<file path="src/rtl/mseq_seed_scheduler.sv">
// mseq_seed_scheduler
// Collects two consecutive chaotic-state samples into one M-sequence seed word
// and hands each seed to one requesting generator channel, round-robin.
//
// Ports
//   clk, rst_n        single clock, asynchronous active-low reset
//   calcu_ctrl        run enable; low returns to IDLE and discards any seed
//   n1_valid          strobe qualifying xn1/yn1/zn1
//   xn1, yn1, zn1     chaotic state words
//   mseq_req          per-channel reseed request pulses
//   MSEQ_din          issued seed word, held between grants
//   MSEQ_din_valid    one-hot, one-cycle load strobe to the granted channel
//   seed_count        seeds issued (wrapping)
//   drop_count        samples discarded while a seed waits (saturating)
//   busy              high whenever the FSM is not IDLE
//
// state    | meaning
// ---------+------------------------------------------------------------
// IDLE     | disabled; samples ignored, waiting for calcu_ctrl
// COLL_A   | waiting for first sample (x, y, z of word A)
// COLL_B   | waiting for second sample (x and upper half of y)
// SEED_RDY | seed complete; grant to a pending channel or hold it
module mseq_seed_scheduler #(
   parameter int DATA_WIDTH       = 64,
   parameter int INPUT_DATA_WIDTH = 4*DATA_WIDTH + DATA_WIDTH/2,
   parameter int NUM_CH           = 4
) (
   input  logic                        clk,
   input  logic                        rst_n,
   input  logic                        calcu_ctrl,
   input  logic                        n1_valid,
   input  logic [DATA_WIDTH-1:0]       xn1,
   input  logic [DATA_WIDTH-1:0]       yn1,
   input  logic [DATA_WIDTH-1:0]       zn1,
   input  logic [NUM_CH-1:0]           mseq_req,
   output logic [INPUT_DATA_WIDTH-1:0] MSEQ_din,
   output logic [NUM_CH-1:0]           MSEQ_din_valid,
   output logic [15:0]                 seed_count,
   output logic [7:0]                  drop_count,
   output logic                        busy
);

   localparam int CH_W = (NUM_CH > 1) ? $clog2(NUM_CH) : 1;
   localparam int A_W  = 3*DATA_WIDTH;

   typedef enum logic [1:0] {
      IDLE     = 2'd0,
      COLL_A   = 2'd1,
      COLL_B   = 2'd2,
      SEED_RDY = 2'd3
   } state_t;

   state_t                      state;
   state_t                      state_nxt;
   logic                        cap_a;
   logic                        cap_b;
   logic                        grant;
   logic                        drop;

   logic [NUM_CH-1:0]           pending;
   logic [CH_W-1:0]             last_grant;
   logic [CH_W-1:0]             grant_idx;
   logic [CH_W-1:0]             probe;
   logic                        grant_found;
   logic [NUM_CH-1:0]           grant_mask;

   logic [A_W-1:0]              a_word;
   logic [INPUT_DATA_WIDTH-1:0] seed;

   always_ff @(posedge clk or negedge rst_n) begin
      if (!rst_n) state <= IDLE;
      else        state <= state_nxt;
   end

   // calcu_ctrl low beats n1_valid and any pending grant
   always_comb begin
      state_nxt = state;
      cap_a     = 1'b0;
      cap_b     = 1'b0;
      grant     = 1'b0;
      drop      = 1'b0;
      case (state)
         IDLE: begin
            if (calcu_ctrl) state_nxt = COLL_A;
         end
         COLL_A: begin
            if (!calcu_ctrl) state_nxt = IDLE;
            else if (n1_valid) begin
               cap_a     = 1'b1;
               state_nxt = COLL_B;
            end
         end
         COLL_B: begin
            if (!calcu_ctrl) state_nxt = IDLE;
            else if (n1_valid) begin
               cap_b     = 1'b1;
               state_nxt = SEED_RDY;
            end
         end
         SEED_RDY: begin
            if (!calcu_ctrl) state_nxt = IDLE;
            else if (|pending) begin
               grant     = 1'b1;
               state_nxt = COLL_A;
            end
            else if (n1_valid) drop = 1'b1;
         end
         default: state_nxt = IDLE;
      endcase
   end

   // round-robin search starting one past the last granted channel
   always_comb begin
      grant_idx   = '0;
      grant_found = 1'b0;
      probe       = '0;
      for (int k = 1; k <= NUM_CH; k++) begin
         probe = CH_W'((int'(last_grant) + k) % NUM_CH);
         if (!grant_found && pending[probe]) begin
            grant_found = 1'b1;
            grant_idx   = probe;
         end
      end
   end

   assign grant_mask = grant ? ({{(NUM_CH-1){1'b0}}, 1'b1} << grant_idx) : '0;

   always_ff @(posedge clk or negedge rst_n) begin
      if (!rst_n) begin
         pending        <= '1;
         last_grant     <= CH_W'(NUM_CH-1);
         a_word         <= '0;
         seed           <= '0;
         MSEQ_din       <= '0;
         MSEQ_din_valid <= '0;
         seed_count     <= '0;
         drop_count     <= '0;
      end
      else begin
         // a request arriving with the grant keeps the bit set
         pending        <= (pending & ~grant_mask) | mseq_req;
         MSEQ_din_valid <= grant_mask;
         if (cap_a) a_word <= {xn1, yn1, zn1};
         if (cap_b) seed   <= {a_word, xn1, yn1[DATA_WIDTH-1 -: DATA_WIDTH/2]};
         if (grant) begin
            MSEQ_din   <= seed;
            last_grant <= grant_idx;
            seed_count <= seed_count + 16'd1;
         end
         if (drop && (drop_count != 8'hFF)) drop_count <= drop_count + 8'd1;
      end
   end

   assign busy = (state != IDLE);

endmodule

</file>
<file path="config.mk">
export PLATFORM = sky130hd
export DESIGN_NAME = mseq_seed_scheduler
export DESIGN_NICKNAME = d
export VERILOG_FILES = /design/src/rtl/mseq_seed_scheduler.sv
export SDC_FILE = /design/constraint.sdc
export NUM_CORES = 1
export LEC_CHECK = 0
export CELL_PAD_IN_SITES_DETAIL_PLACEMENT = 0
export CELL_PAD_IN_SITES_GLOBAL_PLACEMENT = 2
export CORE_MARGIN = 8
export CORE_UTILIZATION = 38
export CTS_CLUSTER_DIAMETER = 80
export DETAILED_ROUTE_END_ITERATION = 7
export GPL_TIMING_DRIVEN = 0
export PLACE_DENSITY_LB_ADDON = 0.1
export SYNTH_ARGS = -nofsm -noshare
export SYNTH_HDL_FRONTEND = slang
export SYNTH_SLANG_ARGS = --single-unit
</file>
<file path="constraint.sdc">
create_clock -name clk -period 5.08 [get_ports clk]
set_clock_uncertainty 0.1 [all_clocks]
set_input_delay 1.016 -clock clk [delete_from_list [all_inputs] [get_ports clk]]
set_output_delay 1.016 -clock clk [all_outputs]
set_load 0.02 [all_outputs]
</file>
Yosys cells after proc, flatten, opt, wreduce, memory -nomap -nowiden
Cells that the tools add are included.
- bits in registers: 804
- latch bits: 0
- RAM bits: 0
- bits in read-only memories: 0
- bits of input ports: 200
- output and inout bits: 317
- word-level logic and storage cells: 76
- memories kept: 0
- add/subtract/negate cells: 6
- multiply operators: 0
- divide/modulo/power cells: 0
- magnitude comparators: 4
- eq/ne operators: 8
- shift-type cells: 1
- mux-type cells: 34
- bitwise logic cells: 3
- reduce and logical (&&, ||, !) cells: 11
- operators by type and width (kind ; count):
    $mux W2 ; 11
    $mux W1 ; 17
    $add A16 B1 Y16 const B ; 1
    $lt A2 B3 Y1 const B ; 4
    $ne A3 B3 Y1 const B ; 3
    $add A8 B1 Y8 const B ; 1
    $bmux W1 S2 ; 4
    $ne A8 B8 Y1 const B ; 1
    $pmux W2 S4 ; 1
    $add A2 B1 Y2 const B ; 2
    $add A2 B2 Y2 const B ; 2
    $and A4 B4 Y4 ; 1
    $eq A2 B2 Y1 const B ; 2
    $logic_and A1 B1 Y1 ; 4
    $mux W4 ; 1
    $not A4 Y4 ; 1
    $or A4 B4 Y4 ; 1
    $reduce_and A4 Y1 ; 1
    $reduce_or A4 Y1 ; 1
    $shl A1 B2 Y4 const A ; 1
    $logic_not A1 Y1 ; 3
    $eq A2 B1 Y1 const B ; 1
    $logic_not A2 Y1 ; 1
    $ne A2 B2 Y1 const B ; 1
    $reduce_bool A2 Y1 ; 1

Depth between registers and ports, before layout
- word-level depth: 18
- depth in mapped cells: 8
- mapped depth without buffers: 5

Least setup slack after synthesis
OpenSTA, ideal clock, no wires.
- path kind: input-to-reg
- start point: input n1_valid
- end point: register a_word[111]
- library setup time: 125 ps
- arrival time: 2094 ps
- required time: 4855 ps
- path slack: 2761 ps
- stages: 5
- path buffers: 2
- cells stage by stage: nor2b_1 nand3_1 clkbuf_1 buf_2 mux2_2
- cells in the longest elaborated chain, start to end: 3
- RTL lines (element ; RTL line ; text):
    start, declared ; 31 ; input logic n1_valid,
    $mux W1 ; 88 ; else if (n1_valid) begin
    $mux W1 ; 87 ; if (!calcu_ctrl) state_nxt = IDLE;
    $mux W1 ; 82 ; case (state)
    end signal, assigned ; 143 ; if (cap_a) a_word <= {xn1, yn1, zn1};
    end, declared ; 67 ; logic [A_W-1:0] a_word;
Every way passes these cells.
A chain may end at the register's enable or synchronous reset.

Worst setup path after layout
- start point: input calcu_ctrl
- end point: register MSEQ_din[6]
- cells in the longest elaborated chain, start to end: 2
- RTL lines (element ; RTL line ; text):
    start, declared ; 30 ; input logic calcu_ctrl,
    $mux W1 ; 101 ; if (!calcu_ctrl) state_nxt = IDLE;
    $mux W1 ; 82 ;
    end signal, assigned ; 134 ; MSEQ_din <= '0;
    end signal, assigned ; 146 ; MSEQ_din <= seed;
    end, declared ; 36 ; output logic [INPUT_DATA_WIDTH-1:0] MSEQ_din,
Every way passes these cells.

==> flow_summary.toml <==
[synth]
syn_nets = 2585
ys_types = 37
yosys_warnings = 0
syn_area_per_cell_um2 = 12.7
syn_inst = 2383
ys.flop_type = "dfrtp_1"
synthesis.area_um2 = 30300
ys_top_cells_by_area = "dfrtp_1 (66%), mux2_2 (18%), nand2_1 (11%), buf_2 (1.4%), buf_6 (0.93%)"
yosysSeqAreaShare = 0.664
synth_top_area_share = 0.659
ys_seq_elements = 804
synth_edf_count = 0
synthArstFlopShare = 1.00
synth_area_leader_cell = "dfrtp_1"

[placement]
dp_cells = 3956
hpwl_mm = 61.2
port_buffers = 516
pre_cts_ws_ps = 1060
finalWeightedCongestion = 0.762

[power]
leakage_nw = 19.2
ir_worst_vdd_mv = 0.252
finalPower_mw = 18.8
powerDensity_nw_per_um2 = 474

[layout]
final_nets = 3197
areaGrowthSynthToFinish_pct = 31.1
fin_cells = 4116
final_layout_size_suffix_gt1_frac = 0.242

[critical_path]
worstReg2RegStart = "pending[1]"
r2r_slack_ps = 2180
crit_type = "input port to register"
path_buf_inv = 3
end_kind = "register"
cpMaxStageDelayCell = "nor2_1"
ff2ff_path_depth = 6
slowest_delay_ps = 890
path_cells = "clkdlybuf4s50_1 > nand3_1 > nor2_1 > buf_2 > buf_2 > nand2_1 > nand2_1"
crit_cells = 7
crit_end = "MSEQ_din[6]"
critPathMaxFanout = 10
arrival_ps = 3800
startpoint = "calcu_ctrl"
cp.required_ps = 5540
start_kind = "input port"
reg2reg_to = "MSEQ_din[6]"
cpLargestDelayFamily = "buffers and inverters"

[timing]
tightest_slew_ps = 1150
setup_viol = 0
relSlewSlack = 0.233
fmax_mhz = 300
fin_ws_ps = 1750
tns_ps = 0
hold_ws_ps = 180
hold_violations = 0
fin_crit_ps = 3330
min_period_over_period = 0.656
slew_viol_final = 0
grt_setup_unrepaired = "false"

[clock_network]
cts_made_buffers = 87
postCtsResizedCells = 0
cts.path.max_buffers = 3
cts_hold_buf = 0
path_clk_slew_ps = 60
cts_tree = "built"
h-tree-depth = 3
cts_sinks = 804
clock-root-buffer = "clkbuf_16"
clock_latency_ps = 610
postCtsSetupBuffers = 0

[route]
wl_per_cell_um = 20.4
routed_wl_mm = 83.9
via_count = 19300
drt-initial-drc-count = 770
dr.pass1.iters = 4
drc = 0
via_per_inst = 4.68
ant_nets = 0

[floorplanning]
die-area_um2 = 89000
chipHeight_um = 298
die_w_um = 298
initial_core_util = 0.384
num_rows = 103
core-area_um2 = 79000
io_pins = 517

[run]
cap_violations = 0

[outcome]
status = "completed"

[global_routing]
grt_max_degree = 124
antenna_found_initial = 20
grt_pass1_wl_mm = 128
grt_pass1_vias = 20700
grt.overflow.total = 0
track_usage = 0.186

[min_path]
hp-class = "input port to async pin"
## Yosys cell counts, drive strengths merged, types with 4 or more instances
library cell	count
a21oi	5
and3	6
buf	111
clkbuf	8
dfrtp	798
dfstp	6
mux2	481
nand2	877
nand2b	4
nand3	9
nand4	10
nor2	12
nor2b	4
xnor2	19
## sequential cells by signal, indices dropped and copies added, names as in the netlist
name and count:
MSEQ_din 288, a_word 192, pending 4, drop_count 8, MSEQ_din_valid 4, seed 288
state 2, last_grant 2, seed_count 16
## logic make-up (layout without fill, tap and decap cells)
family,Yosys count,in the layout,share of synthesized area
other,0,10,0
XOR/XNOR,22,22,0.00636
multiplexers,482,482,0.179
AO/OA/AOI/OAI,15,15,0.00335
flip-flops,804,804,0.664
adder cells (fa/ha/maj),2,2,0.000826
AND/OR/NAND/NOR,936,936,0.120
buffers and inverters,122,795,0.0259
## per-stage QoR
| step | util | area, um^2 |
|---|---|---|
| after global placement | 0.466 | 36800 |
| after global routing | 0.503 | 39700 |
| after detailed placement | 0.468 | 37000 |
| after floorplan | - | 30300 |
| after CTS | 0.503 | 39700 |
| final | 0.503 | 39700 |
## routing by layer
| layer | vias up | global-route usage | routed length (um) |
|---|---|---|---|
| met5 | - | 0 | 103 |
| met4 | 16 | 0.0552 | 2250 |
| met3 | 146 | 0.0623 | 5870 |
| met2 | 410 | 0.317 | 41400 |
| met1 | 9663 | 0.223 | 34200 |
| li1 | 9018 | - | - |
## power by group
group          switching (mW)  leakage (nW)  internal (mW)
Combinational            1.81          7.46           2.04
Clock                    2.51          1.35           3.55
Sequential              0.857          10.4           8.05
Total                    5.19          19.2           13.6
## worst min path at each step
stage / endpoint / slack (ps)
2_1_floorplan: MSEQ_din[0] / 330
3_3_place_gp: MSEQ_din[140] / 340
3_5_place_dp: MSEQ_din[129] / 340
4_1_cts: MSEQ_din[213] / 150
5_1_grt: MSEQ_din[213] / 170
6_report: MSEQ_din[213] / 180
## layout make-up
class / count / area, um^2
Fill cell: 7092 / 39300
Sequential cell: 804 / 20100
Multi-Input combinational cell: 1457 / 9390
Timing Repair Buffer: 523 / 5360
Clock buffer: 129 / 2550
Tap cell: 1050 / 1310
Buffer: 119 / 772
Clock inverter: 21 / 184
Antenna cell: 10 / 25.0
Inverter: 3 / 11.3
## placed cells by master (no fill, tap or decap), types with 2 or more instances in the layout
cell type,netlist,routed
nor2b_1,4,4
dfrtp_1,798,798
clkbuf_8,0,19
inv_1,3,3
a21oi_1,5,5
nand2b_1,4,4
buf_16,0,7
and3_1,6,6
o21ai_0,3,3
xor2_1,3,3
mux2_2,481,481
nand2_1,877,877
clkdlybuf4s50_1,0,515
nor3_1,3,3
clkbuf_16,0,88
or2_2,2,2
buf_2,84,84
inv_6,0,3
diode_2,0,10
a31oi_1,2,2
bufinv_16,0,2
clkbuf_1,8,30
xnor2_1,19,19
dfstp_2,6,6
and2_1,2,2
buf_6,25,25
nor2_1,12,12
ha_1,2,2
clkinv_2,0,13
buf_12,2,2
nand4_1,10,10
nand3_1,9,9
No activity file was read; power rests on OpenSTA's default activity.
